File: src/rtl/uart_pkg.sv
// Shared types and constants for the UART oversampling receiver front end.
package uart_pkg;

    typedef enum logic {
        IDLE = 1'b0,
        RUN  = 1'b1
    } uart_state_t;

    // Vote counts the majority voter is meant to be built with (odd, 3..7).
    localparam int SAMPLES_MIN  = 3;
    localparam int SAMPLES_MAX  = 7;
    localparam int SAMPLES_STEP = 2;

endpackage

File: src/rtl/uart_majority_vote.sv
// Purely combinational majority voter over an odd number of line samples.
module uart_majority_vote
    import uart_pkg::*;
#(
    parameter int SAMPLES = 3
) (
    input  logic [SAMPLES-1:0] samples,
    output logic               vote
);

    localparam int CW = $clog2(SAMPLES + 1);

    logic [CW-1:0] ones;

    always_comb begin
        ones = '0;
        for (int i = 0; i < SAMPLES; i++) begin
            ones = ones + CW'(samples[i]);
        end
        vote = (ones > CW'(SAMPLES / 2));
    end

endmodule

File: src/rtl/uart_oversampler.sv
// UART bit-period counter with centred majority-vote sampling.
// Define UART_NOISE_FLAG_EN to add the noise_err output (samples disagreed).
module uart_oversampler
    import uart_pkg::*;
#(
    parameter int PRESC_W = 6,
    parameter int SAMPLES = 3
) (
    input  logic               clk,
    input  logic               rst,
    input  logic               RX_IN,
    input  logic               data_samp_en,
    input  logic [PRESC_W-1:0] Prescale,
    output logic [PRESC_W-1:0] edge_cnt,
    output logic               bit_done,
    output logic               sampled_bit,
    output logic               bit_valid,
`ifdef UART_NOISE_FLAG_EN
    output logic               noise_err,
`endif
    output logic               cfg_err
);

    localparam int                 SW     = SAMPLES - 1;
    localparam logic [PRESC_W-1:0] HALF   = PRESC_W'((SAMPLES - 1) / 2);
    localparam logic [PRESC_W-1:0] PR_MIN = PRESC_W'(SAMPLES + 1);

    uart_state_t        state_q, state_d;
    logic [PRESC_W-1:0] pr_q, cnt_q;
    logic [PRESC_W-1:0] pr_last, win_lo, win_hi;
    logic [SW-1:0]      samp_q;
    logic [SAMPLES-1:0] vote_vec;
    logic               pr_ok, running, in_win, vote_ld, vote;

    assign pr_last = pr_q - PRESC_W'(1);
    assign win_lo  = (pr_q >> 1) - HALF;
    assign win_hi  = (pr_q >> 1) + HALF;
    assign pr_ok   = (pr_q >= PR_MIN) && !pr_q[0];
    assign in_win  = (cnt_q >= win_lo) && (cnt_q <= win_hi);
    assign vote_ld = running && pr_ok && (cnt_q == win_hi);

    // The last sample is taken straight from the line so the vote lands one clk after it.
    assign vote_vec = {samp_q, RX_IN};
    assign edge_cnt = cnt_q;

    uart_majority_vote #(.SAMPLES(SAMPLES)) u_vote (
        .samples (vote_vec),
        .vote    (vote)
    );

    always_comb begin
        state_d  = state_q;
        running  = 1'b0;
        bit_done = 1'b0;
        cfg_err  = 1'b0;
        case (state_q)
            IDLE: if (data_samp_en) state_d = RUN;
            RUN: begin
                bit_done = (cnt_q == pr_last);
                cfg_err  = !pr_ok;
                if (data_samp_en) running = 1'b1;
                else              state_d = IDLE;
            end
            default: state_d = IDLE;
        endcase
    end

    always_ff @(posedge clk or negedge rst) begin
        if (!rst) state_q <= IDLE;
        else      state_q <= state_d;
    end

    always_ff @(posedge clk or negedge rst) begin
        if (!rst)                             pr_q <= '0;
        else if (state_q == IDLE && data_samp_en) pr_q <= Prescale;
    end

    always_ff @(posedge clk or negedge rst) begin
        if (!rst)         cnt_q <= '0;
        else if (running) cnt_q <= (cnt_q == pr_last) ? '0 : cnt_q + PRESC_W'(1);
        else              cnt_q <= '0;
    end

    always_ff @(posedge clk or negedge rst) begin
        if (!rst)                         samp_q <= '0;
        else if (!running || cnt_q == '0) samp_q <= '0;
        else if (pr_ok && in_win)         samp_q <= {samp_q[SW-2:0], RX_IN};
    end

    always_ff @(posedge clk or negedge rst) begin
        if (!rst) begin
            sampled_bit <= 1'b1;
            bit_valid   <= 1'b0;
        end else begin
            bit_valid <= vote_ld;
            if (vote_ld) sampled_bit <= vote;
        end
    end

`ifdef UART_NOISE_FLAG_EN
    always_ff @(posedge clk or negedge rst) begin
        if (!rst) noise_err <= 1'b0;
        else      noise_err <= vote_ld && (|vote_vec) && !(&vote_vec);
    end
`endif

endmodule

File: config.mk
export PLATFORM = sky130hd
export DESIGN_NAME = uart_oversampler
export DESIGN_NICKNAME = d
export VERILOG_FILES = /design/src/rtl/uart_pkg.sv /design/src/rtl/uart_majority_vote.sv /design/src/rtl/uart_oversampler.sv
export SDC_FILE = /design/constraint.sdc
export NUM_CORES = 1
export LEC_CHECK = 0
export ABC_AREA = 0
export CAP_MARGIN = 20
export CORE_UTILIZATION = 35
export CTS_BUF_LIST = sky130_fd_sc_hd__clkbuf_16
export DETAILED_ROUTE_END_ITERATION = 8
export DONT_BUFFER_PORTS = 1
export SYNTH_ARGS = -nofsm -noshare
export SYNTH_HDL_FRONTEND = slang
export SYNTH_SLANG_ARGS = --single-unit
File: constraint.sdc
create_clock -name clk -period 4.1 [get_ports clk]
set_input_delay 0.41 -clock clk [delete_from_list [all_inputs] [get_ports clk]]
set_output_delay 0.41 -clock clk [all_outputs]
set_load 0.05 [all_outputs]
After elaboration in Yosys (flattened, before gate mapping). Cells that the tools add are included.

Equal/unequal tests: 2. Add/subtract/negate cells: 6. Order comparisons: 4. Reduce and logical (&&, ||, !) cells: 12. Multiplexer cells: 8. Bitwise operators: 1.

Operators with widths (number): 6-bit equality test (2); 6-bit two-way mux (2); 5-bit by 1-bit adder with 6-bit output (second input constant) (1); 6-bit by 1-bit adder with 6-bit output (second input constant) (1); 6-bit by 3-bit >= comparator with 1-bit output (second input constant) (1); 6-bit >= comparator (1); 6-bit less-or-equal comparator (1); 1-bit logical AND (6); 6-bit logical NOT (1); 5-bit by 1-bit subtractor with 6-bit output (second input constant) (1); 6-bit by 1-bit subtractor with 6-bit output (second input constant) (1); 1-bit two-way mux (4); 2-bit two-way mux (2); 1-bit logical NOT (3); 1-bit by 1-bit adder with 2-bit output (1); 2-bit by 1-bit adder with 2-bit output (1); 2-bit by 1-bit greater-than comparator with 1-bit output (second input constant) (1); 2-bit nonzero test (1); 1-bit logical OR (1); 1-bit inverter (1).

Output and inout port bits: 10. Bits in registers: 17.

Depth between registers and ports, before layout. Gate-level depths: netlist of the first run.

Word-level depth: 6. Mapped depth: 9. Mapped depth without buffers: 9.

Cells and area by module. From an unflattened synthesis of the first run, not the netlist that was laid out.

Cells, all modules: 137. Area total of the unflattened synthesis: 1305.0 sq um.

By module, submodules not included: uart_oversampler (cells an instance 135, sequential area each 426.7 sq um, times used 1, area an instance 1285.0 sq um); uart_majority_vote (cells an instance 2, sequential area each 0.0 sq um, times used 1, area an instance 20.0 sq um).

Least setup slack after synthesis of the first run. Ideal clock, no wire load.

Path kind: reg-to-output. Start: register cnt_q[3], in the netlist edge_cnt[3]. End: output bit_done. Stages on the path, launching flop included: 6. Data arrival time: 1.818 ns. Path buffers: 0. Path slack: 1.872 ns. Required time: 3.690 ns. Cells stage by stage: dfrtp_1 -> xnor2_1 -> a21oi_1 -> nand4b_4 -> nor4_1 -> and2_1.

Word-level cells in the longest chain between the ends: 2.

RTL lines: from (decl) (RTL line uart_oversampler.sv:29) `logic [PRESC_W-1:0] pr_q, cnt_q;`; from (signal assigned) (RTL line uart_oversampler.sv:80) `else if (running) cnt_q <= (cnt_q == pr_last) ? '0 : cnt_q + PRESC_W'(1);`; 6-bit equality test (RTL line uart_oversampler.sv:59) `bit_done = (cnt_q == pr_last);`; 1-bit two-way mux (RTL line uart_oversampler.sv:56) `case (state_q)`; to (decl) (RTL line uart_oversampler.sv:15) `output logic bit_done,`.

Every way passes these cells.

Worst setup path after layout of the first run.
Start: register pr_q[1]. End: output bit_done.

Word-level cells in the longest chain between the ends: 3.

RTL lines: from (decl) (RTL line uart_oversampler.sv:29); from (signal assigned) (RTL line uart_oversampler.sv:75) `else if (state_q == IDLE && data_samp_en) pr_q <= Prescale;`; 6-bit by 1-bit subtractor with 6-bit output (RTL line uart_oversampler.sv:35) `assign pr_last = pr_q - PRESC_W'(1);`; 6-bit equality test (RTL line uart_oversampler.sv:59); 1-bit two-way mux (RTL line uart_oversampler.sv:56).

Every way passes these cells.

==> flow_metrics.tcl, run 1 <==
set metrics [dict create \
    outcome "completed" \
    report.final.slew_viol_count 0 \
    vdd_drop_max_uv 240.9 \
    antenna_found_initial 0 \
    fin_crit_sh_pct 66.24 \
    ys_seq_area_share_pct 32.14 \
    tightest_slew_ps 953.8 \
    period_needed_ps 2716 \
    area_growth_pct 8.954 \
    crit_path_start "pr_q[1]" \
    layout.nets 170 \
    design.core.area_sq_mm 0.003661 \
    hold_end "state_q" \
    cts_tree "built" \
    power_switching_share_pct 32.30 \
    ys_ff_latch 17 \
    r2r_slack_ps 1720 \
    p_leak_nw 0.6545 \
    powerDensity_mw_per_mm2 375.7 \
    vias 1001 \
    hold-path-cell-count 0 \
    r2r-end "samp_q[0]" \
    dp_hpwl_mm 2.278 \
    rsz0062_at_grt "no" \
    cts_buffers 3 \
    grt_usage_pct 16.52 \
    post_cts_buffers 0 \
    row_count 22 \
    synth_area_leader_cell "dfrtp_1" \
    diodes 0 \
    cp_max_fo 6 \
    path_cells "inv_1, ha_1, nor3b_2, nand2_1, xnor2_1, nor4_1, and2_1" \
    max_cap_violations 0 \
    finalWirelength_mm 2.858 \
    design_area_sq_mm 0.001446 \
    grt_start_max_net_pins 18 \
    dr.pass1.iters 4 \
    finalPower_mw 0.5434 \
    drc 0 \
    power.net_switching_mw 0.1755 \
    p_seq_share_pct 37.6 \
    yosys_warnings 0 \
    avgSynthCellArea_sq_um 9.482 \
    pre_cts_ws_ps 1629 \
    drive_gt1_share_pct 10.00 \
    drt-initial-drc-count 51 \
    start_util_pct 36.26 \
    die_h_um 63.59 \
    yosys-top-cells-area "dfrtp_1 30%, ha_1 18%, xnor2_1 5.9%" \
    critPathCaptureType "primary output" \
    clk_latency_ps 250 \
    post_cts_resized 0 \
    avgViaCountPerCell 5.324 \
    syn_area_sq_mm 0.001328 \
    syn-instance-count 140 \
    ctsHoldBuffers 1 \
    synth-main-ff-cell "dfrtp_1" \
    first_global_vias 1089 \
    worstHoldStart "data_samp_en" \
    synth_nets 169 \
    combPwrFrac_pct 26.6 \
    setup_tns_ps 0 \
    clkTransAtPathRegs_ps 50 \
    worstSetupStartpointType "flip-flop" \
    path_class "reg2out" \
    hold_viol_final 0 \
    p_int_mw 0.3679 \
    final_common_cell "ha_1" \
    place_congestion 0.8484 \
    cts_root_buf "clkbuf_16" \
    drtAntennaViolNets 0 \
    finalWorstSetupSlack_ps 1384 \
    ios 20 \
    synthArstFlopShare_pct 100.0 \
    finClkSkew_ps 3.192 \
    die_w_um 63.59 \
    routedWlPerCell_um 15.20 \
    clock-sinks 17 \
    rr_worst_depth 7 \
    final_cell_mix "19 x ha_1, 16 x dfrtp_1, 15 x nand2_1" \
    critical_path_arrival_ps 2310 \
    synthDistinctLibCells 34 \
    port-buffer-count 0 \
    crit_path_top_delay_cell "and2_1" \
    die_area_sq_mm 0.004043 \
    critical_path_required_ps 3690 \
    grt_pass1_wl_mm 4.961 \
    clockBufferDepth 2 \
    holdCritPathClass "in2reg" \
    dpl_cell_area_sq_mm 0.001358 \
    synth_edf_count 0 \
    finalSetupViolCount 0 \
    regToRegStartpoint "pr_q[3]" \
    fmax_mhz 368.2 \
    max_stage_delay_ps 480 \
    synth_top_area_share_pct 30.16 \
    power_frac_clock_pct 35.8 \
    grt.overflow.total 0 \
    max_slew_margin_pct 36.28 \
    cts_max_level 1 \
    final_util_pct 39.51 \
]
==> worst max-delay path, delay by kind of cell (launching register included) <==
kind,cells,cell delay [ps]
buffers and inverters,1,190
flip-flops,1,400
AND/OR/NAND/NOR,4,1020
adder cells (fa/ha/maj),1,260
XOR/XNOR,1,180
==> registers in the layout (all words and copies together) (netlist names) <==
register and flops:
edge_cnt 6, samp_q 2, state_q 1, bit_valid 1, sampled_bit 1, pr_q 6
==> stage by stage <==
stage | hold slack, ps | instances
floorplan | 114.4 | 140
global placement | 114.9 | 183
detailed placement | 115.0 | 183
CTS | 181.1 | 188
global route | 176.2 | 188
finish | 184.2 | 188
==> cell families after synthesis <==
logic type	count (synthesis)	share of synthesized area, %
and+or+nand+nor	46	18.00
buffers and inverters	15	5.088
xor gates and xnor gates	17	11.22
adders and majority gates	19	17.91
muxes	5	4.053
DFF	17	32.14
AOI/OAI and AO/OA	21	11.59
==> cell type report <==
class / count / area [sq um]
well taps: 48 / 60.06
multi-input cells: 108 / 833.3
clock inverters: 1 / 3.754
repair buffers: 1 / 10.01
fillers: 362 / 2215
inverters: 10 / 37.54
clock buffers: 3 / 75.07
flip-flops and latches: 17 / 426.7
==> worst max path at each step <==
stage	endpoint	slack [ps]	cells past startpoint
6_report	bit_done	1380	7
5_1_grt	bit_done	1200	7
4_1_cts	bit_done	1350	7
3_5_place_dp	bit_done	1630	7
3_3_place_gp	bit_done	1690	5
2_1_floorplan	bit_done	1870	5
==> synth_stat cells, drive strengths merged (3+ instances only) <==
| cell type | number |
|---|---|
| o21ai | 5 |
| dfrtp | 16 |
| ha | 19 |
| inv | 10 |
| xor2 | 8 |
| a21oi | 9 |
| buf | 4 |
| xnor2 | 9 |
| nand3 | 6 |
| mux2 | 3 |
| nor2 | 11 |
| nand2 | 15 |
==> routing by layer <==
metal / global-route usage (%) / routed length (um) / vias to the layer above
met3: 5.435 / 146 / 6
met1: 19.01 / 1260 / 489
met4: 7.102 / 70 / 0
li1: - / - / 481
met2: 27.66 / 1380 / 25
met5: 0 / 0 / -
==> power by group through the flow <==
stage | clock network, mW | logic (mW) | registers [mW]
after detailed placement | 0 | 0.141 | 0.207
after CTS | 0.201 | 0.146 | 0.204
final | 0.195 | 0.144 | 0.204
after global routing | 0.206 | 0.164 | 0.207
after floorplan | 0 | 0.130 | 0.193
after global placement | 0 | 0.133 | 0.206
Note: power is estimated with default switching activity, not from simulation.
==> inputs of run 2 (changes only) <==
clock period = 2.7 ns   (was 4.1 ns; I/O delays follow)
==> flow_metrics.tcl, run 2 (synthesis results as in run 1) <==
set metrics [dict create \
    outcome "completed" \
    design.core.area_sq_mm 0.003661 \
    power.net_switching_mw 0.2660 \
    period_needed_ps 2360 \
    dr.pass1.iters 4 \
    finalWorstSetupSlack_ps 340.2 \
    finalSetupViolCount 0 \
    clk_latency_ps 250 \
    place_congestion 0.7906 \
    critPathCaptureType "primary output" \
    first_global_vias 1015 \
    drive_gt1_share_pct 16.11 \
    max_stage_delay_ps 410 \
    rsz0062_at_grt "no" \
    grt_pass1_wl_mm 4.912 \
    grt.overflow.total 0 \
    cts_max_level 1 \
    die_area_sq_mm 0.004043 \
    fmax_mhz 423.8 \
    fin_crit_sh_pct 87.40 \
    cts_root_buf "clkbuf_16" \
    finalPower_mw 0.8331 \
    finClkSkew_ps 0.9046 \
    holdCritPathClass "in2reg" \
    routedWlPerCell_um 14.84 \
    final_cell_mix "19 x ha_1, 16 x dfrtp_1, 15 x nand2_1" \
    clockBufferDepth 2 \
    die_h_um 63.59 \
    cp_max_fo 6 \
    p_seq_share_pct 36.0 \
    power_switching_share_pct 31.93 \
    vias 991 \
    power_frac_clock_pct 35.4 \
    combPwrFrac_pct 28.6 \
    die_w_um 63.59 \
    final_common_cell "ha_1" \
    dp_hpwl_mm 2.363 \
    grt_start_max_net_pins 18 \
    diodes 0 \
    ios 20 \
    layout.nets 179 \
    crit_path_top_delay_cell "dfrtp_1" \
    drt-initial-drc-count 51 \
    p_int_mw 0.5671 \
    worstSetupStartpointType "flip-flop" \
    area_growth_pct 14.14 \
    port-buffer-count 0 \
    critical_path_arrival_ps 2090 \
    clkTransAtPathRegs_ps 50 \
    critical_path_required_ps 2430 \
    max_cap_violations 0 \
    setup_tns_ps 0 \
    powerDensity_mw_per_mm2 549.8 \
    avgViaCountPerCell 5.030 \
    report.final.slew_viol_count 0 \
    clock-sinks 17 \
    path_class "reg2out" \
    pre_cts_ws_ps 395.3 \
    finalWirelength_mm 2.924 \
    antenna_found_initial 0 \
    cts_tree "built" \
    grt_usage_pct 16.13 \
    drc 0 \
    path_cells "inv_1, ha_1, nor3b_2, nand2_1, xnor2_1, nor4_1, and2_2" \
    hold_viol_final 0 \
    drtAntennaViolNets 0 \
    vdd_drop_max_uv 378.9 \
    row_count 22 \
    start_util_pct 36.26 \
    post_cts_buffers 0 \
    tightest_slew_ps 775.8 \
    max_slew_margin_pct 48.11 \
    cts_buffers 3 \
    p_leak_nw 0.7028 \
]
==> run 2: changes by cell type in the layout (fill, tap and decap cells not counted), sizes merged <==
cell  change
buf       +9
==> run 2: worst paths after layout <==
path,start,endpoint,slack (ps),cells after the start
setup / recovery,pr_q[1],bit_done,340,7
hold / removal,data_samp_en,state_q,50,0
setup reg to reg,pr_q[1],samp_q[1],410,9
hold reg to reg,samp_q[1],samp_q[1],550,2
max in group asynchronous,rst,pr_q[0],1670,1
min in group asynchronous,rst,edge_cnt[5],550,1
==> run 2: worst max-delay path: cells and delay by family, from the launching register on <==
| kind | cells | cell delay [ps] |
|---|---|---|
| DFF | 1 | 410 |
| adders and majority gates | 1 | 250 |
| buffers and inverters | 1 | 170 |
| and+or+nand+nor | 4 | 830 |
| xor gates and xnor gates | 1 | 170 |
==> run 2: stage by stage <==
step | hold slack [ps] | util (%) | instances | area (sq um)
global placement | -24.91 | 38.93 | 192 | 1425
finish | 49.18 | 41.39 | 197 | 1515
global route | 35.78 | 41.39 | 197 | 1515
floorplan | -25.59 | - | 140 | 1328
detailed placement | -24.84 | 38.93 | 192 | 1425
CTS | 42.90 | 41.35 | 197 | 1514
==> run 2: area by class of cell <==
cell class | count | area (sq um)
repair buffers | 10 | 77.57
fillers | 363 | 2146
inverters | 10 | 37.54
well taps | 48 | 60.06
clock inverters | 1 | 3.754
flip-flops and latches | 17 | 426.7
clock buffers | 3 | 75.07
multi-input cells | 108 | 834.6
==> run 2: metal layers <==
layer / up-vias / global-route usage, % / wire length (um)
met2: 18 / 28.59 / 1496
met5: - / 0 / 0
li1: 494 / - / -
met3: 2 / 6.341 / 154
met4: 0 / 3.125 / 13
met1: 477 / 18.11 / 1260
==> run 2: timing repair <==
item                                    CTS  global route
endpoints found under the hold margin    17             0
endpoints found under the setup margin    0             1
gates resized for setup                   0             1
hold buffers                              1             0
==> run 2: power groups by stage <==
stage | sequential (mW) | clock [mW] | combinational, mW
finish | 0.300 | 0.295 | 0.239
global route | 0.303 | 0.317 | 0.266
CTS | 0.300 | 0.302 | 0.241
detailed placement | 0.304 | 0 | 0.233
global placement | 0.302 | 0 | 0.223
floorplan | 0.293 | 0 | 0.198
